--- src/rtl/la_odiff_ser.sv ---
// ============================================================================
//  Module      : la_odiff_ser
//  Description : Differential serial transmit lane. Accepts parallel words on
//                a valid/ready handshake and sends them LSB-first, framed by
//                a start bit (0) and a stop bit (1), on a complementary pad
//                pair z/zb. After enable, a 1,0,1,0... training preamble lets
//                the far-end receiver settle before any data.
//  Revision    : 1.0 - initial release
// ----------------------------------------------------------------------------
//  Parameters
//    PROP    implementation property string, passed through for library mapping
//    DW      data word width (1..32)
//    NTRAIN  training preamble length in cycles (1..255)
//  Ports
//    clk     clock, one bit per cycle
//    reset   asynchronous, active-high reset
//    en      lane enable; low forces the off state (z=0, zb=0)
//    din     parallel data word
//    valid   din is valid
//    ready   lane accepts din this cycle (transfer on valid & ready)
//    busy    frame or training in progress
//    z, zb   positive / negative pad drive
//  Build option
//    LA_ODIFF_PARITY_EN  when defined, an even-parity bit is sent between the
//                        last data bit and the stop bit
// ============================================================================
`default_nettype none

module la_odiff_ser #(
    parameter        PROP   = "DEFAULT",
    parameter int    DW     = 8,
    parameter int    NTRAIN = 4
) (
    input  logic          clk,
    input  logic          reset,
    input  logic          en,
    input  logic [DW-1:0] din,
    input  logic          valid,
    output logic          ready,
    output logic          busy,
    output logic          z,
    output logic          zb
);

    localparam int BW = $clog2(DW + 1);

    typedef enum logic [2:0] {
        S_OFF    = 3'd0,
        S_TRAIN  = 3'd1,
        S_IDLE   = 3'd2,
        S_START  = 3'd3,
        S_DATA   = 3'd4,
        S_PARITY = 3'd5,
        S_STOP   = 3'd6
    } state_t;

    state_t        state, state_nxt;
    logic [7:0]    tcnt, tcnt_nxt;
    logic [BW-1:0] bcnt, bcnt_nxt;
    logic [DW-1:0] shreg, shreg_nxt;
    logic          z_nxt;
    logic          zb_nxt;
    logic          ready_nxt;
    logic          busy_nxt;
    logic          ready_q;
    logic          accept;
`ifdef LA_ODIFF_PARITY_EN
    logic          par, par_nxt;
`endif

    // PROP only matters to library mapping; nothing in the logic depends on it.
    generate
        if (PROP == "") begin : g_prop_unmapped
        end
    endgenerate

    // The registered ready is gated by en so the lane never offers to take a
    // word in a cycle where the enable is already low (that word would be lost
    // to the abort on the next edge).
    assign ready  = ready_q & en;
    assign accept = valid & ready;

    always_comb begin
        state_nxt = state;
        tcnt_nxt  = tcnt;
        bcnt_nxt  = bcnt;
        shreg_nxt = shreg;
        z_nxt     = 1'b0;
`ifdef LA_ODIFF_PARITY_EN
        par_nxt   = par;
`endif
        if (!en) begin
            // Abort: drop any partial frame and park the pads at 0/0.
            state_nxt = S_OFF;
            tcnt_nxt  = 8'd0;
            bcnt_nxt  = '0;
            shreg_nxt = '0;
        end else begin
            case (state)
                S_OFF: begin
                    state_nxt = S_TRAIN;
                    tcnt_nxt  = 8'd0;
                    z_nxt     = 1'b1;
                end
                S_TRAIN: begin
                    if (tcnt == 8'(NTRAIN - 1)) begin
                        state_nxt = S_IDLE;
                        tcnt_nxt  = 8'd0;
                        z_nxt     = 1'b1;
                    end else begin
                        // Preamble bit k is ~k[0]; bit k+1 is therefore k[0].
                        tcnt_nxt = tcnt + 8'd1;
                        z_nxt    = tcnt[0];
                    end
                end
                S_IDLE, S_STOP: begin
                    // Accepting during STOP starts the next frame with no gap.
                    if (accept) begin
                        state_nxt = S_START;
                        shreg_nxt = din;
`ifdef LA_ODIFF_PARITY_EN
                        par_nxt   = ^din;
`endif
                        z_nxt     = 1'b0;
                    end else begin
                        state_nxt = S_IDLE;
                        z_nxt     = 1'b1;
                    end
                end
                S_START: begin
                    state_nxt = S_DATA;
                    bcnt_nxt  = '0;
                    z_nxt     = shreg[0];
                    shreg_nxt = shreg >> 1;
                end
                S_DATA: begin
                    if (bcnt == BW'(DW - 1)) begin
                        bcnt_nxt  = '0;
`ifdef LA_ODIFF_PARITY_EN
                        state_nxt = S_PARITY;
                        z_nxt     = par;
`else
                        state_nxt = S_STOP;
                        z_nxt     = 1'b1;
`endif
                    end else begin
                        bcnt_nxt  = bcnt + BW'(1);
                        z_nxt     = shreg[0];
                        shreg_nxt = shreg >> 1;
                    end
                end
                S_PARITY: begin
                    state_nxt = S_STOP;
                    z_nxt     = 1'b1;
                end
                default: begin
                    state_nxt = S_OFF;
                end
            endcase
        end
    end

    // Outputs are computed from the next state so every pad level is a flop.
    always_comb begin
        zb_nxt    = (state_nxt == S_OFF) ? 1'b0 : ~z_nxt;
        ready_nxt = (state_nxt == S_IDLE) || (state_nxt == S_STOP);
        busy_nxt  = (state_nxt != S_OFF) && (state_nxt != S_IDLE);
    end

    always_ff @(posedge clk or posedge reset) begin
        if (reset) begin
            state   <= S_OFF;
            tcnt    <= 8'd0;
            bcnt    <= '0;
            shreg   <= '0;
            z       <= 1'b0;
            zb      <= 1'b0;
            ready_q <= 1'b0;
            busy    <= 1'b0;
`ifdef LA_ODIFF_PARITY_EN
            par     <= 1'b0;
`endif
        end else begin
            state   <= state_nxt;
            tcnt    <= tcnt_nxt;
            bcnt    <= bcnt_nxt;
            shreg   <= shreg_nxt;
            z       <= z_nxt;
            zb      <= zb_nxt;
            ready_q <= ready_nxt;
            busy    <= busy_nxt;
`ifdef LA_ODIFF_PARITY_EN
            par     <= par_nxt;
`endif
        end
    end

endmodule

`default_nettype wire
--- config.mk ---
export PLATFORM = sky130hd
export DESIGN_NAME = la_odiff_ser
export DESIGN_NICKNAME = d
export VERILOG_FILES = /design/src/rtl/la_odiff_ser.sv
export SDC_FILE = /design/constraint.sdc
export NUM_CORES = 1
export LEC_CHECK = 0
export CORE_MARGIN = 4
export CORE_UTILIZATION = 50
export CTS_CLUSTER_SIZE = 8
export DETAILED_ROUTE_END_ITERATION = 12
export PLACE_DENSITY = 0.78
export SLEW_MARGIN = 40
export SYNTH_ARGS = -nofsm -noshare
export SYNTH_HDL_FRONTEND = slang
export SYNTH_SLANG_ARGS = --single-unit
--- constraint.sdc ---
create_clock -name clk -period 1.9 [get_ports clk]
set_input_delay 0.285 -clock clk [delete_from_list [all_inputs] [get_ports clk]]
set_output_delay 0.285 -clock clk [all_outputs]
set_load 0.02 [all_outputs]
## After elaboration in Yosys (flattened, before gate mapping)

Cells that the tools add are included.

| word-level totals | value |
|---|---|
| flip-flop bits (word level) | 27 |
| bits of input ports | 12 |
| output and inout port bits | 4 |

| cells by class | value |
|---|---|
| add/sub/neg operators | 2 |
| eq/ne operators | 16 |
| muxes and demuxes | 21 |
| bitwise gates (word level) | 3 |
| reductions and logical operators | 8 |

Operators by type and width:

| kind | count |
|---|---|
| 2-to-1 mux 8 bit | 5 |
| case mux 8 bit (3 select lines) | 1 |
| case mux 3 bit (6 select lines) | 1 |
| case mux 8 bit (2 select lines) | 1 |
| equality test 3 bit, second input constant | 4 |
| equality test 3 x 2 -> 1 bit, second input constant | 3 |
| 2-to-1 mux 3 bit | 3 |
| adder 8 x 1 -> 8 bit, second input constant | 1 |
| equality test 8 x 2 -> 1 bit, second input constant | 1 |
| 2-to-1 mux 4 bit | 2 |
| case mux 4 bit (2 select lines) | 1 |
| logical NOT 3 bit | 2 |
| 2-to-1 mux 1 bit | 6 |
| != test 3 x 1 -> 1 bit, second input constant | 2 |
| != test 3 bit, second input constant | 2 |
| case mux 1 bit (5 select lines) | 1 |
| adder 4 x 1 -> 4 bit, second input constant | 1 |
| equality test 4 x 3 -> 1 bit, second input constant | 1 |
| != test 4 x 1 -> 1 bit, second input constant | 1 |
| OR reduction 2 bit | 2 |
| equality test 3 x 1 -> 1 bit, second input constant | 1 |
| != test 3 x 2 -> 1 bit, second input constant | 1 |
| AND reduction 3 bit | 1 |
| nonzero test 3 bit | 1 |
| 4 further kinds | 5 |

## Logic depth before layout (Yosys ltp)

| logic depth | value |
|---|---|
| depth after elaboration | 7 |
| depth in mapped cells | 7 |
| depth with buffers taken out | 5 |

## Least setup slack after synthesis

OpenSTA, ideal clock, no wires.

| path | value |
|---|---|
| path kind | register -> register |
| from | reg tcnt[0] |
| to | reg tcnt[2] |
| setup time | 0.078 ns |
| arrival | 1.567 ns |
| data required time | 1.822 ns |
| setup slack | 0.255 ns |
| stages on the path, launching flop included | 6 |
| path through | dfrtp_1 -> ha_1 -> nor4b_2 -> and2_1 -> or4b_1 -> a21oi_1 |

| on the way | value |
|---|---|
| longest elaborated chain between the ends | 4 |
| elaborated cells on any way between the ends | 5 |

RTL lines:

| item | RTL line | source |
|---|---|---|
| start: declaration | 58 | `logic [7:0] tcnt, tcnt_nxt;` |
| start signal: assignment | 185 | `tcnt <= tcnt_nxt;` |
| adder 8 x 1 -> 8 bit / equality test 8 x 2 -> 1 bit (equally long branches) | 112, 106 |  |
| 2-to-1 mux 8 bit (*) | 106 | `if (tcnt == 8'(NTRAIN - 1)) begin` |
| case mux 8 bit (2 select lines) (*) | 99 | `case (state)` |
| 2-to-1 mux 8 bit (*) | 92 | `if (!en) begin` |

Every way passes the cells marked *; elsewhere a longest branch is shown, timed or not.
A chain may end at the register's enable or synchronous reset.

## Final worst setup path

Same ends and word-level chain as after synthesis.

==> flow_summary.ini <==
[placement]
place_congestion = 0.810
dp_hpwl_um = 2220
port_buffers = 15
pre_cts_ws_ps = 42.1
placed_cell_area_um2 = 1670
place_inst = 199

[routing]
num_vias = 1203
drc = 0
drtPass1Iterations = 6
wirelength_um = 3090
ant_nets = 0
drtIter0Drc = 36
wl_per_cell_um = 15.2
via_per_inst = 5.93

[synthesis]
ys_async_sr_fraction = 1.00
synth-seq-cells = 27
yosys.cell_types.count = 40
yosys_most_used_dff = dfrtp_1
ys_warn_count = 0
synth-edff-count = 0
synth_area_per_cell_um2 = 9.56
synthCells = 154
netlist_area_um2 = 1470
yosysSeqAreaShare = 0.459
synthesis.nets = 168

[worst_setup_path]
cp_max_fo = 5
r2r_setup_slack_ps = 110
worstSetupPathType = register to register
critPathRequiredTime_ps = 2160
crit_arrival_ps = 2040
ff2ff_path_depth = 5
rr_endpoint = tcnt[2]
r2r_start = tcnt[0]
startpoint_type = register
endpoint_kind = register

[job]
max_cap_violations = 0

[cells_and_area]
n_fill_cell = 254
fin_area_um2 = 1700
layout_commonest_cell = dfrtp_1
regArea_um2 = 676
fin_nets = 187
syn2layout_area_growth_pct = 15.4
multi_input_area_um2 = 727
layout-drive-gt1-share = 0.0930
finalNonFillerCells = 203
final_cell_mix = dfrtp_1 (27), nor2_1 (17), a21oi_1 (16), clkdlybuf4s50_1 (14)
antennaDiodeCount = 0

[timing]
rsz0062_at_grt = no
period_share = 0.940
fmax_mhz = 560
fin_ws_ps = 115
final_max_slew_viol_count = 0
hold_viol_final = 0
tns_ps = 0
tightest_slew_ps = 536
fin_crit_ps = 1790
setup_violations = 0
finalClockSkew_ps = 2.15
relSlewSlack = 0.643

[power]
p_per_area_nw_per_um2 = 669
cellLeakagePower_nw = 0.801
power.total_w = 0.00114
vdd_drop_max_uv = 449

[clock_network]
clk_pin_slew_ps = 140
cts.htree.levels = 1
holdBufCountCts = 0
cts_setup_buffers = 0
cts_buffer_depth = 2
root_buffer = clkbuf_4
cts.sinks = 27
cts_tree = yes
cts_made_buffers = 3
clock_latency_ps = 320
cts.repair.resized = 0

[min_path]
hold_class = input pin to asynchronous set/reset pin

[die]
fp.dieW_um = 62.3
ios = 16
dieHeight_um = 62.3
start_util = 0.529
dieArea_um2 = 3880
rows = 19
coreArea_um2 = 2780

[global_routing]
grtUsageMet2 = 0.268
grt_max_degree = 28
use_met1 = 0.222
use_met3 = 0.0270
grt_overflow = 0
grt_pass1_wl_um = 5390
grtUsageTotal = 0.165
top_usage_layer = met2
antenna_found_initial = 0
grt_pass1_vias = 1250

[status]
outcome = completed
==> stage by stage <==
| stage | hold WS [ps] | util |
|---|---|---|
| after floorplan | 338 | - |
| after global placement | 536 | 0.600 |
| after detailed placement | 541 | 0.600 |
| after CTS | 314 | 0.609 |
| after global routing | 324 | 0.611 |
| final | 303 | 0.611 |
==> cell type report <==
type / count / share of cell area
sequential: 27 / 0.398
clock buffer: 4 / 0.0155
inverter: 5 / 0.0110
timing repair buffer: 23 / 0.125
multi-input combinational: 113 / 0.428
tap: 31 / 0.0228
==> worst max-delay path by stage <==
stage | end | cells past startpoint | from | slack, ps
3_3_place_gp | ready | 3 | en | 40
2_1_floorplan | tcnt[2] | 5 | tcnt[0] | 260
4_1_cts | ready | 3 | en | 30
5_1_grt | shreg[2] | 5 | state[2] | 20
3_5_place_dp | ready | 3 | en | 40
6_report | tcnt[2] | 5 | tcnt[0] | 110
==> sequential cells by signal, indices dropped and copies added (netlist names) <==
name     flops
ready_q      1
z            1
zb           1
shreg        8
bcnt         4
state        3
busy         1
tcnt         8
==> power by group <==
group	internal (W)	switching [W]	total [W]	leakage [nW]
clock	0.0000821	0.000168	0.000250	0.0150
combinational	0.000116	0.000126	0.000242	0.419
sequential	0.000608	0.0000372	0.000645	0.367
total	0.000807	0.000330	0.00114	0.801
==> worst max-delay path, stage by stage, from the launching register on <==
cell and delay [ps]:
dfrtp_1 450, ha_2 220, nor4b_2 170, and2_1 220, or4b_1 520, a21oi_1 140
==> per-layer routing <==
layer,up-vias,part of all wire,routed length [um]
li1,595,-,-
met2,25,0.47,1460
met4,0,0.0094,29
met5,-,0,0
met3,4,0.037,115
met1,579,0.48,1480
==> cells by family (layout without fill, tap and decap cells) <==
group	after synthesis	count (layout)	share of synthesized area
simple gates	59	59	0.219
compound gates	37	37	0.158
flops	27	27	0.459
buf+inv	14	32	0.0493
mux	10	10	0.0680
xor+xnor	5	5	0.0297
fa+ha+maj	2	2	0.0170
==> synthesized netlist by cell type (2+ instances only) <==
master,number,share of area
clkbuf_1,3,0.0076
buf_2,4,0.014
nor2_1,17,0.043
nor2b_1,2,0.0085
nand2_1,10,0.025
o21ai_0,4,0.014
and2_1,2,0.0085
o31ai_1,7,0.036
nor3_1,3,0.010
dfrtp_1,27,0.46
ha_1,2,0.017
nand4_1,3,0.013
and3_1,2,0.0085
xnor2_1,5,0.030
nand3b_1,2,0.010
mux2i_1,10,0.068
nand3_1,7,0.024
o21a_1,2,0.010
buf_6,2,0.015
inv_1,5,0.013
a21oi_1,16,0.054
(Power assumes the default switching activity.)
